### src/rtl/uart_tx_arbiter.sv
// uart_tx_arbiter
// Shares one uart_tx byte transmitter between NUM_REQ requesters. Each grant
// carries one byte, and the requester after the previous winner has priority.
// A byte sent with req_last=0 locks the transmitter to its requester until
// that requester sends a byte with req_last=1, or until the requester stays
// idle for LOCK_TIMEOUT cycles.
//
// Ports
//   clk, rst_n      rising-edge clock, asynchronous active-low reset
//   req_valid/data/last/ready
//                   per-lane byte handshake; lane i uses req_data[8i+7:8i]
//   tx_data, tx_data_valid, tx_data_ready
//                   transmitter side; tx_data_valid is a one-cycle launch
//                   strobe, and tx_data_ready is high while the transmitter
//                   is idle
//   busy            a byte is in flight
//   grant_id        owner of the current or the last transfer
//   locked          the packet lock is held by grant_id
//   byte_cnt        bytes launched since reset; wraps from 0xFFFF to 0
module uart_tx_arbiter #(
  parameter int NUM_REQ      = 4,
  parameter int LOCK_TIMEOUT = 1024,
  localparam int ID_W        = $clog2(NUM_REQ)
) (
  input  logic                 clk,
  input  logic                 rst_n,
  input  logic [NUM_REQ-1:0]   req_valid,
  input  logic [8*NUM_REQ-1:0] req_data,
  input  logic [NUM_REQ-1:0]   req_last,
  output logic [NUM_REQ-1:0]   req_ready,
  output logic [7:0]           tx_data,
  output logic                 tx_data_valid,
  input  logic                 tx_data_ready,
  output logic                 busy,
  output logic [ID_W-1:0]      grant_id,
  output logic                 locked,
  output logic [15:0]          byte_cnt
);

  localparam int TO_W = (LOCK_TIMEOUT > 1) ? $clog2(LOCK_TIMEOUT) : 1;
  localparam logic [TO_W-1:0] TO_MAX = TO_W'(LOCK_TIMEOUT - 1);

  typedef enum logic [1:0] {
    S_IDLE   = 2'd0,
    S_LAUNCH = 2'd1,
    S_ACK    = 2'd2,
    S_WAIT   = 2'd3
  } state_t;

  state_t              state_r, state_s;
  logic [7:0]          tx_data_r;
  logic                tx_valid_r;
  logic [ID_W-1:0]     grant_id_r;
  logic                locked_r;
  logic [15:0]         byte_cnt_r;
  logic [TO_W-1:0]     to_cnt_r;

  logic                found_s;
  logic [ID_W-1:0]     sel_s;
  logic [ID_W-1:0]     idx_s;
  int                  rot_s;
  logic                grant_s;
  logic [NUM_REQ-1:0]  ready_s;
  logic                to_count_s;
  logic                to_expire_s;

  // Lane selection. The search starts after the last owner, so the last
  // owner gets the lowest priority. A held lock admits only its owner.
  always_comb begin
    found_s = 1'b0;
    sel_s   = grant_id_r;
    idx_s   = grant_id_r;
    rot_s   = 0;
    if (locked_r) begin
      found_s = req_valid[grant_id_r];
    end else begin
      for (int k = 1; k <= NUM_REQ; k++) begin
        rot_s = (int'(grant_id_r) + k) % NUM_REQ;
        idx_s = ID_W'(rot_s);
        if (!found_s && req_valid[idx_s]) begin
          found_s = 1'b1;
          sel_s   = idx_s;
        end else begin
          found_s = found_s;
        end
      end
    end
  end

  // The grant is purely combinational, so a request is accepted in the cycle
  // it is presented. Gating on rst_n keeps req_ready low while in reset.
  assign grant_s = rst_n & (state_r == S_IDLE) & tx_data_ready & found_s;

  // Lock-timeout conditions: the owner leaves its request low while idle.
  assign to_count_s  = (state_r == S_IDLE) & locked_r & ~req_valid[grant_id_r];
  assign to_expire_s = to_count_s & (to_cnt_r == TO_MAX);

  // One-hot accept strobe for the selected lane.
  always_comb begin
    ready_s = {NUM_REQ{1'b0}};
    if (grant_s) begin
      ready_s[sel_s] = 1'b1;
    end else begin
      ready_s = {NUM_REQ{1'b0}};
    end
  end

  // State register.
  always_ff @(posedge clk or negedge rst_n) begin
    if (!rst_n) begin
      state_r <= S_IDLE;
    end else begin
      state_r <= state_s;
    end
  end

  // Next state. The ACK state waits for the transmitter to drop ready, so a
  // transmitter that is slow to start cannot be mistaken for one that is done.
  always_comb begin
    state_s = state_r;
    case (state_r)
      S_IDLE:   if (grant_s)        state_s = S_LAUNCH; else state_s = S_IDLE;
      S_LAUNCH:                     state_s = S_ACK;
      S_ACK:    if (!tx_data_ready) state_s = S_WAIT;   else state_s = S_ACK;
      S_WAIT:   if (tx_data_ready)  state_s = S_IDLE;   else state_s = S_WAIT;
      default:                      state_s = S_IDLE;
    endcase
  end

  // Datapath: launch register, owner, lock, byte counter and lock timeout.
  always_ff @(posedge clk or negedge rst_n) begin
    if (!rst_n) begin
      tx_data_r  <= 8'd0;
      tx_valid_r <= 1'b0;
      grant_id_r <= {ID_W{1'b0}};
      locked_r   <= 1'b0;
      byte_cnt_r <= 16'd0;
      to_cnt_r   <= {TO_W{1'b0}};
    end else if (grant_s) begin
      tx_data_r  <= req_data[{sel_s, 3'b000} +: 8];
      tx_valid_r <= 1'b1;
      grant_id_r <= sel_s;
      locked_r   <= ~req_last[sel_s];
      byte_cnt_r <= byte_cnt_r + 16'd1;
      to_cnt_r   <= {TO_W{1'b0}};
    end else begin
      tx_valid_r <= 1'b0;
      if (to_expire_s) begin
        locked_r <= 1'b0;
        to_cnt_r <= {TO_W{1'b0}};
      end else if (!locked_r) begin
        to_cnt_r <= {TO_W{1'b0}};
      end else if (to_count_s) begin
        to_cnt_r <= to_cnt_r + TO_W'(1);
      end
    end
  end

  assign req_ready     = ready_s;
  assign tx_data       = tx_data_r;
  assign tx_data_valid = tx_valid_r;
  assign busy          = (state_r != S_IDLE);
  assign grant_id      = grant_id_r;
  assign locked        = locked_r;
  assign byte_cnt      = byte_cnt_r;

endmodule
### config.mk
export PLATFORM = sky130hd
export DESIGN_NAME = uart_tx_arbiter
export DESIGN_NICKNAME = d
export VERILOG_FILES = /design/src/rtl/uart_tx_arbiter.sv
export SDC_FILE = /design/constraint.sdc
export NUM_CORES = 1
export LEC_CHECK = 0
export BUFFER_PORTS_ARGS = -buffer_cell sky130_fd_sc_hd__buf_2
export CORE_MARGIN = 2
export CORE_UTILIZATION = 30
export DETAILED_ROUTE_END_ITERATION = 10
export PLACE_DENSITY = 0.56
export SETUP_SLACK_MARGIN = 0.3
export SLEW_MARGIN = 20
export SYNTH_ARGS = -nofsm -noshare
export SYNTH_HDL_FRONTEND = slang
export SYNTH_SLANG_ARGS = --single-unit
export TNS_END_PERCENT = 5
### constraint.sdc
create_clock -name clk -period 6.1 [get_ports clk]
set_clock_uncertainty 0.15 [all_clocks]
set_input_delay 0.305 -clock clk [delete_from_list [all_inputs] [get_ports clk]]
set_output_delay 0.305 -clock clk [all_outputs]
set_load 0.02 [all_outputs]
## Yosys cells after proc, flatten, opt, wreduce, memory -nomap -nowiden

Index checks and enable logic that the tools add are counted.

| operators by class | value |
|---|---|
| eq/ne operators | 5 |
| bitwise gates (word level) | 8 |
| multipliers | 0 |
| add/subtract/negate cells | 6 |
| shift-type cells | 1 |
| multiplexer cells | 39 |
| reductions and logical operators | 10 |
| order comparisons | 7 |
| div/mod/pow operators | 0 |

Operators by type and width:

| operator | number |
|---|---|
| 10-bit 2-to-1 mux | 4 |
| 32-bit by 6-bit variable part select with 8-bit output | 1 |
| 1-bit 2-to-1 mux | 20 |
| 2-bit by 3-bit less-than comparator with 1-bit output, second input constant | 6 |
| 16-bit by 1-bit adder with 16-bit output, second input constant | 1 |
| 1-bit binary-select mux with 2-bit select | 6 |
| 2-bit 2-to-1 mux | 6 |
| 10-bit by 1-bit adder with 10-bit output, second input constant | 1 |
| 10-bit equality test, second input constant | 1 |
| 2-bit case mux with 4 select lines | 1 |
| 1-bit AND | 6 |
| 2-bit by 1-bit adder with 2-bit output, second input constant | 2 |
| 2-bit adder, second input constant | 2 |
| 2-bit equality test, second input constant | 2 |
| 1-bit logical AND | 4 |
| 4-bit 2-to-1 mux | 1 |
| 4-bit by 1-bit != test with 1-bit output, second input constant | 1 |
| 2-bit nonzero test | 2 |
| 1-bit logical NOT | 3 |
| 1-bit demux with 2-bit select | 1 |
| 2-bit by 1-bit equality test with 1-bit output, second input constant | 1 |
| 2-bit by 1-bit >= comparator with 1-bit output, second input constant | 1 |
| 2-bit logical NOT | 1 |
| 1-bit inverter | 2 |

| word-level totals | value |
|---|---|
| memory bits (writable) | 0 |
| memories | 0 |
| bits in registers | 40 |
| latch bits | 0 |
| memory bits (read-only) | 0 |
| bits of input ports | 43 |

## Depth between registers and ports, before layout

Gate-level depths: netlist of run 1.

| depth | value |
|---|---|
| depth in word-level cells | 22 |
| depth in mapped cells | 10 |
| mapped depth without buffers | 7 |

## Worst setup path after synthesis of run 1

Ideal clock, no wire load.

| timing path | value |
|---|---|
| path type | register -> output |
| start | reg grant_id_r[1] (netlist: grant_id[1]) |
| end | out req_ready[0] |
| stages on the path, launching flop included | 10 |
| setup slack | 3489 ps |
| arrival time | 2156 ps |
| required time | 5645 ps |
| path through | dfrtp_1 buf_6 buf_6 nor3_2 nand3b_1 a32oi_1 mux2i_1 clkbuf_1 inv_1 nor2_1 |

| on the way | value |
|---|---|
| longest elaborated chain between the ends | 22 |
| elaborated cells between the ends (all ways) | 40 |

Ends and longest elaborated chain:

| item | RTL line | source |
|---|---|---|
| start: declaration | 53 | `logic [ID_W-1:0] grant_id_r;` |
| start signal: assignment | 135 | `grant_id_r <= {ID_W{1'b0}};` |
| start signal: assignment | 142 | `grant_id_r <= sel_s;` |
| 2-bit by 1-bit adder with 2-bit output | 78 | `rot_s = (int'(grant_id_r) + k) % NUM_REQ;` |
| 1-bit binary-select mux with 2-bit select | 80 | `if (!found_s && req_valid[idx_s]) begin` |
| 1-bit 2-to-1 mux (not written as such) | 80 |  |
| 1-bit 2-to-1 mux | 80 |  |
| 1-bit 2-to-1 mux | 74 | `if (locked_r) begin` |
| 1-bit logical NOT | 80 |  |
| 1-bit logical AND | 80 |  |
| 1-bit 2-to-1 mux | 80 |  |
| [6 not listed] | n/a |  |
| 1-bit logical AND | 80 |  |
| 2-bit 2-to-1 mux | 80 |  |
| 2-bit 2-to-1 mux | 74 |  |
| 2-bit by 3-bit less-than comparator with 1-bit output (not written as such) or 2-bit by 1-bit >= comparator with 1-bit output (tied branches) | 102 | `ready_s[sel_s] = 1'b1;` |
| 1-bit logical AND (not written as such) | 102 |  |
| 1-bit 2-to-1 mux (not written as such) | 102 |  |
| 1-bit demux with 2-bit select | 102 |  |
| 4-bit 2-to-1 mux (*) | 101 | `if (grant_s) begin` |
| end: declaration | 30 | `output logic [NUM_REQ-1:0] req_ready,` |

Every way passes the cells marked *; elsewhere a longest branch is shown, timed or not. The select of a mux whose other input is x is not followed.

## Final worst setup path of run 1

| timing path | value |
|---|---|
| start | reg grant_id_r[0] (netlist: grant_id[0]) |
| end | out req_ready[1] |

Same word-level chain as after synthesis.

==> flow_metrics.env, run 1 <==
export IMPL_average_size_of_a_mapped_cell_um2=8.44
export IMPL_num_antenna_cells=0
export IMPL_ir_drop_v=0.000146
export IMPL_mappedNetlistNets=398
export IMPL_die_height_um=104
export IMPL_layout_area_overhead_vs_synth_pct=17.6
export IMPL_arrival_time_at_the_worst_endpoint_ns=3.91
export IMPL_buffer_ports_inserted=75
export IMPL_viasPerCell=5.47
export IMPL_postRouteAntennaNets=0
export IMPL_regToRegEndpoint="tx_data[3]"
export IMPL_clock_tree_from_tritoncts="done"
export IMPL_max_cap_violations=0
export IMPL_critical_path_endpoint="req_ready[1]"
export IMPL_clock_tree_htree_level_count=2
export IMPL_gp_routability_congestion=0.772
export IMPL_grt_max_degree=67
export IMPL_worst_hold_path_type="in2reg"
export IMPL_tritoncts_buffers=5
export IMPL_worstSetupStartpointType="flop"
export IMPL_routed_wire_length_per_instance_um=15.9
export IMPL_timing_max_slew_rel_slack_pct=29.2
export IMPL_status="completed"
export IMPL_clkSlewWorstSetupHoldPaths_ns=0.08
export IMPL_ctsRootBufferMaster="sky130_fd_sc_hd__clkbuf_8"
export IMPL_placeableCoreArea_um2=9680
export IMPL_drt_total_wl_um=8600
export IMPL_ys_flop_type="sky130_fd_sc_hd__dfrtp_1"
export IMPL_row_count=36
export IMPL_total_negative_setup_slack_ns=0
export IMPL_wire_length_on_met3_um=388
export IMPL_worst_pin_slew_ns=1.06
export IMPL_num_vias=2965
export IMPL_finalMaxSlewViolations=0
export IMPL_utilization_pct=36.2
export IMPL_power_per_cell_area_nw_per_um2=309
export IMPL_die_area_um2=10700
export IMPL_top_level_ports=76
export IMPL_clock_path_buffers=2
export IMPL_synth_edff_count=0
export IMPL_maxClockFrequency_ghz=0.229
export IMPL_finalSetupViolCount=0
export IMPL_cp_data_required_time_ns=5.64
export IMPL_crit_type="reg2out"
export IMPL_crit_path_max_fanout=66
export IMPL_floorplan_initialDensity_pct=30.8
export IMPL_global_route_usage_total_pct=16.0
export IMPL_final_net_count=453
export IMPL_clk_latency_ns=0.29
export IMPL_firstDrtPassIters=4
export IMPL_cts_repair_resize_count=0
export IMPL_number_of_antenna_violations_at_the_first_check_in_global_routing=0
export IMPL_cts_sinks=40
export IMPL_drive_above_1_share_pct=24.4
export IMPL_dieWidth_um=104
export IMPL_worstSetupEndpointType="output port"
export IMPL_detailedRoute_firstIterationViolations=233
export IMPL_final_min_clock_period_ns=4.37
export IMPL_met1_length_um=4070
export IMPL_yosysSeqAreaShare_pct=33.6
export IMPL_grt_pass1_vias=2897
export IMPL_postSynthRegisterBits=40
export IMPL_mapped_cells=353
export IMPL_timing_reg2reg_setup_slack_ns=2.22
export IMPL_hold_viol=0
export IMPL_asr_flop_ratio_synth_pct=100
export IMPL_max_used_layer="met4"
export IMPL_drc=0
export IMPL_setup_repair_after_global_routing_missed_its_margin="no"
export IMPL_ys_warnings_count=0
export IMPL_fin_crit_sh_pct=71.6
export IMPL_reg2regPathDepth=7
export IMPL_grt_pass1_wl_um=14600
export IMPL_detailed_placement_wirelength_estimate_um=6010
export IMPL_yosysUniqueCellTypes=49
export IMPL_critPathLaunch="grant_id[0]"
export IMPL_post_layout_total_power_w=0.00108
export IMPL_r2r_start="grant_id[0]"
export IMPL_synth_cell_area_um2=2980
export IMPL_power_leakage_nw=1.51
export IMPL_grt_overflow_total=0
export IMPL_cts_setup_buffers=0
export IMPL_met2_length_um=4000
## cells in the final DEF, fill, tap and decap left out, drive strengths merged, types with 5 or more instances in the layout
cell type	n
xnor2	14
o31ai	5
clkbuf	5
nor2	24
o311ai	18
a21oi	5
nand3	11
a221o	8
nor3	12
nand4	9
inv	25
o21ai	34
nand2	15
and3	7
buf	80
nor4	37
o211ai	18
dfrtp	40
mux2i	6
## worst max-delay path: stages (launching register included)
cell and delay (ns):
sky130_fd_sc_hd__dfrtp_2 1.07, sky130_fd_sc_hd__inv_1 0.65, sky130_fd_sc_hd__mux2_2 0.48, sky130_fd_sc_hd__a32oi_1 0.23
sky130_fd_sc_hd__mux2i_2 0.56, sky130_fd_sc_hd__buf_4 0.27, sky130_fd_sc_hd__inv_1 0.06, sky130_fd_sc_hd__nor2_1 0.09
sky130_fd_sc_hd__buf_2 0.17
## area by class of cell
cell class              count  area, um^2
fillers                  1026        6180
flip-flops and latches     40        1000
repair buffers             81         423
clock buffers               5        68.8
multi-input cells         255        1700
clock inverters             3        47.5
inverters                  25        93.8
well taps                 133         166
## per-stage QoR
stage	setup WS [ns]	instances	area [um^2]	hold slack, ns
after floorplan	3.49	353	2980	-0.141
after global placement	2.19	533	3370	0.263
after detailed placement	2.14	533	3370	0.265
after CTS	1.78	542	3490	0.109
after global routing	1.36	542	3500	0.121
final	1.73	542	3500	0.118
## repair_timing
item,CTS,global route
endpoints found under the setup margin,0,0
hold buffers,1,0
endpoints found under the hold margin,40,0
## power by group
part           internal [W]  switching (W)
clock              0.000123      0.0000992
combinational      0.000178       0.000249
sequential         0.000320       0.000112
total              0.000622       0.000459
## synth_stat cells, types with 2 or more instances
| library cell | count | share of area (%) |
|---|---|---|
| sky130_fd_sc_hd__buf_2 | 12 | 2.0 |
| sky130_fd_sc_hd__and3_1 | 7 | 1.5 |
| sky130_fd_sc_hd__o21ai_0 | 31 | 5.2 |
| sky130_fd_sc_hd__a21oi_1 | 5 | 0.84 |
| sky130_fd_sc_hd__buf_4 | 3 | 0.76 |
| sky130_fd_sc_hd__nor4_1 | 37 | 7.8 |
| sky130_fd_sc_hd__dfrtp_1 | 40 | 34 |
| sky130_fd_sc_hd__nor2_1 | 24 | 3.0 |
| sky130_fd_sc_hd__nor3_1 | 10 | 1.7 |
| sky130_fd_sc_hd__inv_1 | 24 | 3.0 |
| sky130_fd_sc_hd__mux2i_1 | 6 | 2.0 |
| sky130_fd_sc_hd__nand2_1 | 15 | 1.9 |
| sky130_fd_sc_hd__nor2b_1 | 4 | 0.84 |
| sky130_fd_sc_hd__o31ai_1 | 5 | 1.3 |
| sky130_fd_sc_hd__xnor2_1 | 14 | 4.1 |
| sky130_fd_sc_hd__ha_1 | 2 | 0.84 |
| sky130_fd_sc_hd__a221o_1 | 8 | 2.7 |
| sky130_fd_sc_hd__or2_1 | 3 | 0.63 |
| sky130_fd_sc_hd__buf_6 | 6 | 2.3 |
| sky130_fd_sc_hd__o211ai_1 | 18 | 4.5 |
| sky130_fd_sc_hd__o311ai_0 | 10 | 2.9 |
| sky130_fd_sc_hd__nand4_1 | 9 | 1.9 |
| sky130_fd_sc_hd__and3b_1 | 2 | 0.59 |
| sky130_fd_sc_hd__nand2b_1 | 3 | 0.63 |
| sky130_fd_sc_hd__o311ai_1 | 8 | 2.4 |
| sky130_fd_sc_hd__nand3_1 | 11 | 1.8 |
| sky130_fd_sc_hd__clkbuf_1 | 12 | 1.5 |
| sky130_fd_sc_hd__o21ai_1 | 3 | 0.50 |
## flip-flops by register name, indices dropped and copies added, names as in the netlist
signal	flops
byte_cnt	16
to_cnt_r	10
tx_data	8
grant_id	2
state_r	2
locked	1
tx_data_valid	1
## routing by layer
metal | track usage, % | up-vias
li1 | - | 1458
met1 | 22.0 | 1415
met4 | 4.05 | 0
met2 | 26.3 | 82
met5 | 0 | -
met3 | 2.83 | 10
## worst min-delay path by stage
stage,from,to,slack [ns],depth (start not counted)
floorplan,rst_n,byte_cnt[0],-0.14,0
global placement,rst_n,to_cnt_r[5],0.26,2
detailed placement,rst_n,to_cnt_r[7],0.26,2
CTS,tx_data_ready,state_r[0],0.11,2
global route,tx_data_ready,state_r[0],0.12,2
finish,tx_data_ready,state_r[0],0.12,2
## cell families (layout without fill, tap and decap cells)
logic type | Yosys count | count (layout) | share of synthesized area (%)
AOI/OAI and AO/OA | 96 | 96 | 22.9
xor gates and xnor gates | 15 | 15 | 4.41
and+or+nand+nor | 134 | 134 | 25.4
adders and majority gates | 2 | 2 | 0.840
muxes | 8 | 8 | 3.15
buffers and inverters | 58 | 114 | 9.70
DFF | 40 | 40 | 33.6
Note: power is estimated with default switching activity, not from simulation.
==> run 2: changes to the inputs <==
- clock period: 6.1 -> 4.3 ns (I/O delays scaled with it)
==> run 2 against run 1 <==
Compared with the run above: critical path depth is the same; sequential power rose by 26%; combinational power is 60% higher; setup slack got worse by 0.58 ns; register-to-register slack lost 0.73 ns; largest cell class unchanged; flip-flop and latch count is the same; sequential share of layout area is 0.17 points lower; via count increased by 2.3%; non-clock buffer count rose by 8; cell area up 0.61%; global-route usage increased by 0.74 points.
==> flow_metrics.env, run 2 (same netlist as run 1, synthesis figures left out) <==
export IMPL_status="completed"
export IMPL_postRouteAntennaNets=0
export IMPL_clock_tree_from_tritoncts="done"
export IMPL_finish_cell_count_without_fillers=550
export IMPL_drive_above_1_share_pct=25.7
export IMPL_gp_routability_congestion=0.782
export IMPL_post_route_cell_area_um2=3520
export IMPL_drc=0
export IMPL_number_of_flip_flops_in_the_largest_register=16
export IMPL_total_negative_setup_slack_ns=0
export IMPL_clk_latency_ns=0.29
export IMPL_grt_pass1_vias=2885
export IMPL_ir_drop_v=0.000168
export IMPL_worst_pin_slew_ns=0.734
export IMPL_drt_total_wl_um=8890
export IMPL_floorplan_initialDensity_pct=30.8
export IMPL_num_vias=3033
export IMPL_timing_max_slew_rel_slack_pct=51.0
export IMPL_worst_hold_path_type="in2reg"
export IMPL_placeableCoreArea_um2=9680
export IMPL_fin_crit_sh_pct=73.2
export IMPL_total_instance_count_after_detailed_placement=541
export IMPL_viasPerCell=5.51
export IMPL_finalMaxSlewViolations=0
export IMPL_final_net_count=461
export IMPL_maxClockFrequency_ghz=0.318
export IMPL_power_per_cell_area_nw_per_um2=418
export IMPL_detailed_placement_wirelength_estimate_um=6060
export IMPL_ctsRootBufferMaster="sky130_fd_sc_hd__clkbuf_8"
export IMPL_grt_overflow_total=0
export IMPL_grt_pass1_wl_um=15000
export IMPL_fillers=1036
export IMPL_power_leakage_nw=1.53
export IMPL_hold_viol=0
export IMPL_dieWidth_um=104
export IMPL_number_of_antenna_violations_at_the_first_check_in_global_routing=0
export IMPL_num_antenna_cells=0
export IMPL_finalSetupViolCount=0
export IMPL_layout_area_overhead_vs_synth_pct=18.3
export IMPL_final_min_clock_period_ns=3.15
export IMPL_firstDrtPassIters=5
export IMPL_routed_wire_length_per_instance_um=16.2
export IMPL_crit_path_max_fanout=19
export IMPL_most_frequent_cells_in_the_layout="sky130_fd_sc_hd__buf_2 (75), sky130_fd_sc_hd__dfrtp_1 (39), sky130_fd_sc_hd__nor4_1 (37), sky130_fd_sc_hd__o21ai_0 (31)"
export IMPL_tritoncts_buffers=5
export IMPL_crit_type="reg2out"
export IMPL_worstSetupStartpointType="flop"
export IMPL_layout_cells_most_common="sky130_fd_sc_hd__buf_2"
export IMPL_global_route_usage_total_pct=16.8
export IMPL_die_area_um2=10700
export IMPL_timing_critical_path_buf_inv=2
export IMPL_max_cap_violations=0
export IMPL_clkSlewWorstSetupHoldPaths_ns=0.08
export IMPL_top_level_ports=76
export IMPL_detailedRoute_firstIterationViolations=153
export IMPL_placed_cell_area_um2=3430
export IMPL_cts_sinks=40
export IMPL_utilization_pct=36.4
export IMPL_row_count=36
export IMPL_crit_slowest_cell="sky130_fd_sc_hd__dfrtp_1"
export IMPL_worstSetupEndpointType="output port"
export IMPL_grt_max_degree=59
export IMPL_clock_tree_htree_level_count=2
export IMPL_cp_cell_sequence="and3b_1 > buf_4 > or2_1 > o21ai_1 > o41ai_1 > nand2_1 > nor2_1 > buf_2"
export IMPL_cp_data_required_time_ns=3.93
export IMPL_clock_path_buffers=2
export IMPL_buffer_ports_inserted=75
export IMPL_arrival_time_at_the_worst_endpoint_ns=2.78
export IMPL_setup_repair_after_global_routing_missed_its_margin="no"
export IMPL_cpLargestDelayFamily="simple AND/OR/NAND/NOR gates"
export IMPL_die_height_um=104
export IMPL_crit_path_max_incr_delay_ns=0.71
export IMPL_whs_ns=0.0230
export IMPL_cts_repair_resize_count=0
[run 2: final timing paths]
path	slack [ns]	to	from	cells after the start
max	1.15	req_ready[3]	grant_id[1]	8
max reg2reg	1.49	tx_data[7]	grant_id[1]	7
min in group asynchronous	0.37	to_cnt_r[7]	rst_n	3
min	0.02	state_r[0]	tx_data_ready	2
min reg2reg	0.32	byte_cnt[15]	byte_cnt[15]	1
max in group asynchronous	3.23	grant_id[0]	rst_n	3
[run 2: area by class of cell]
| cell class | count | area [um^2] | area share [%] |
|---|---|---|---|
| clock buffers | 6 | 72.6 | 2.06 |
| clock inverters | 2 | 12.5 | 0.355 |
| inverters | 25 | 93.8 | 2.66 |
| multi-input cells | 255 | 1690 | 48.0 |
| flip-flops and latches | 40 | 1000 | 28.4 |
| well taps | 133 | 166 | 4.72 |
| repair buffers | 89 | 483 | 13.7 |
[run 2: worst reg2reg max path: stages, from the launching register on]
cell and delay [ns]:
sky130_fd_sc_hd__dfrtp_1 0.71, sky130_fd_sc_hd__and3b_1 0.25, sky130_fd_sc_hd__buf_4 0.25, sky130_fd_sc_hd__or2_1 0.63
sky130_fd_sc_hd__o211ai_1 0.14, sky130_fd_sc_hd__o311ai_0 0.15, sky130_fd_sc_hd__nor2_1 0.09, sky130_fd_sc_hd__a221o_1 0.34
[run 2: through the flow]
stage | total power, W | setup slack [ns]
floorplan | 0.00102 | 1.78
global placement | 0.00122 | 1.54
detailed placement | 0.00123 | 1.50
CTS | 0.00148 | 1.15
global route | 0.00158 | 0.871
finish | 0.00147 | 1.15
[run 2: metal layers]
metal | GRT usage [%] | vias to the layer above | share of wire [%]
li1 | - | 1470 | -
met1 | 22.6 | 1436 | 46
met2 | 27.6 | 117 | 47
met3 | 2.71 | 10 | 5.6
met4 | 5.31 | 0 | 1.6
met5 | 0 | - | 0
[run 2: power by group]
part | total (W) | switching (W) | internal (W)
registers | 0.000544 | 0.0000881 | 0.000455
logic | 0.000684 | 0.000417 | 0.000267
clock network | 0.000246 | 0.000132 | 0.000113
total | 0.00147 | 0.000637 | 0.000836
[run 2: what timing repair did]
item / CTS / global route
buffers inserted: 0 / 0
hold buffers: 1 / 0
hold endpoints to repair: 40 / 0
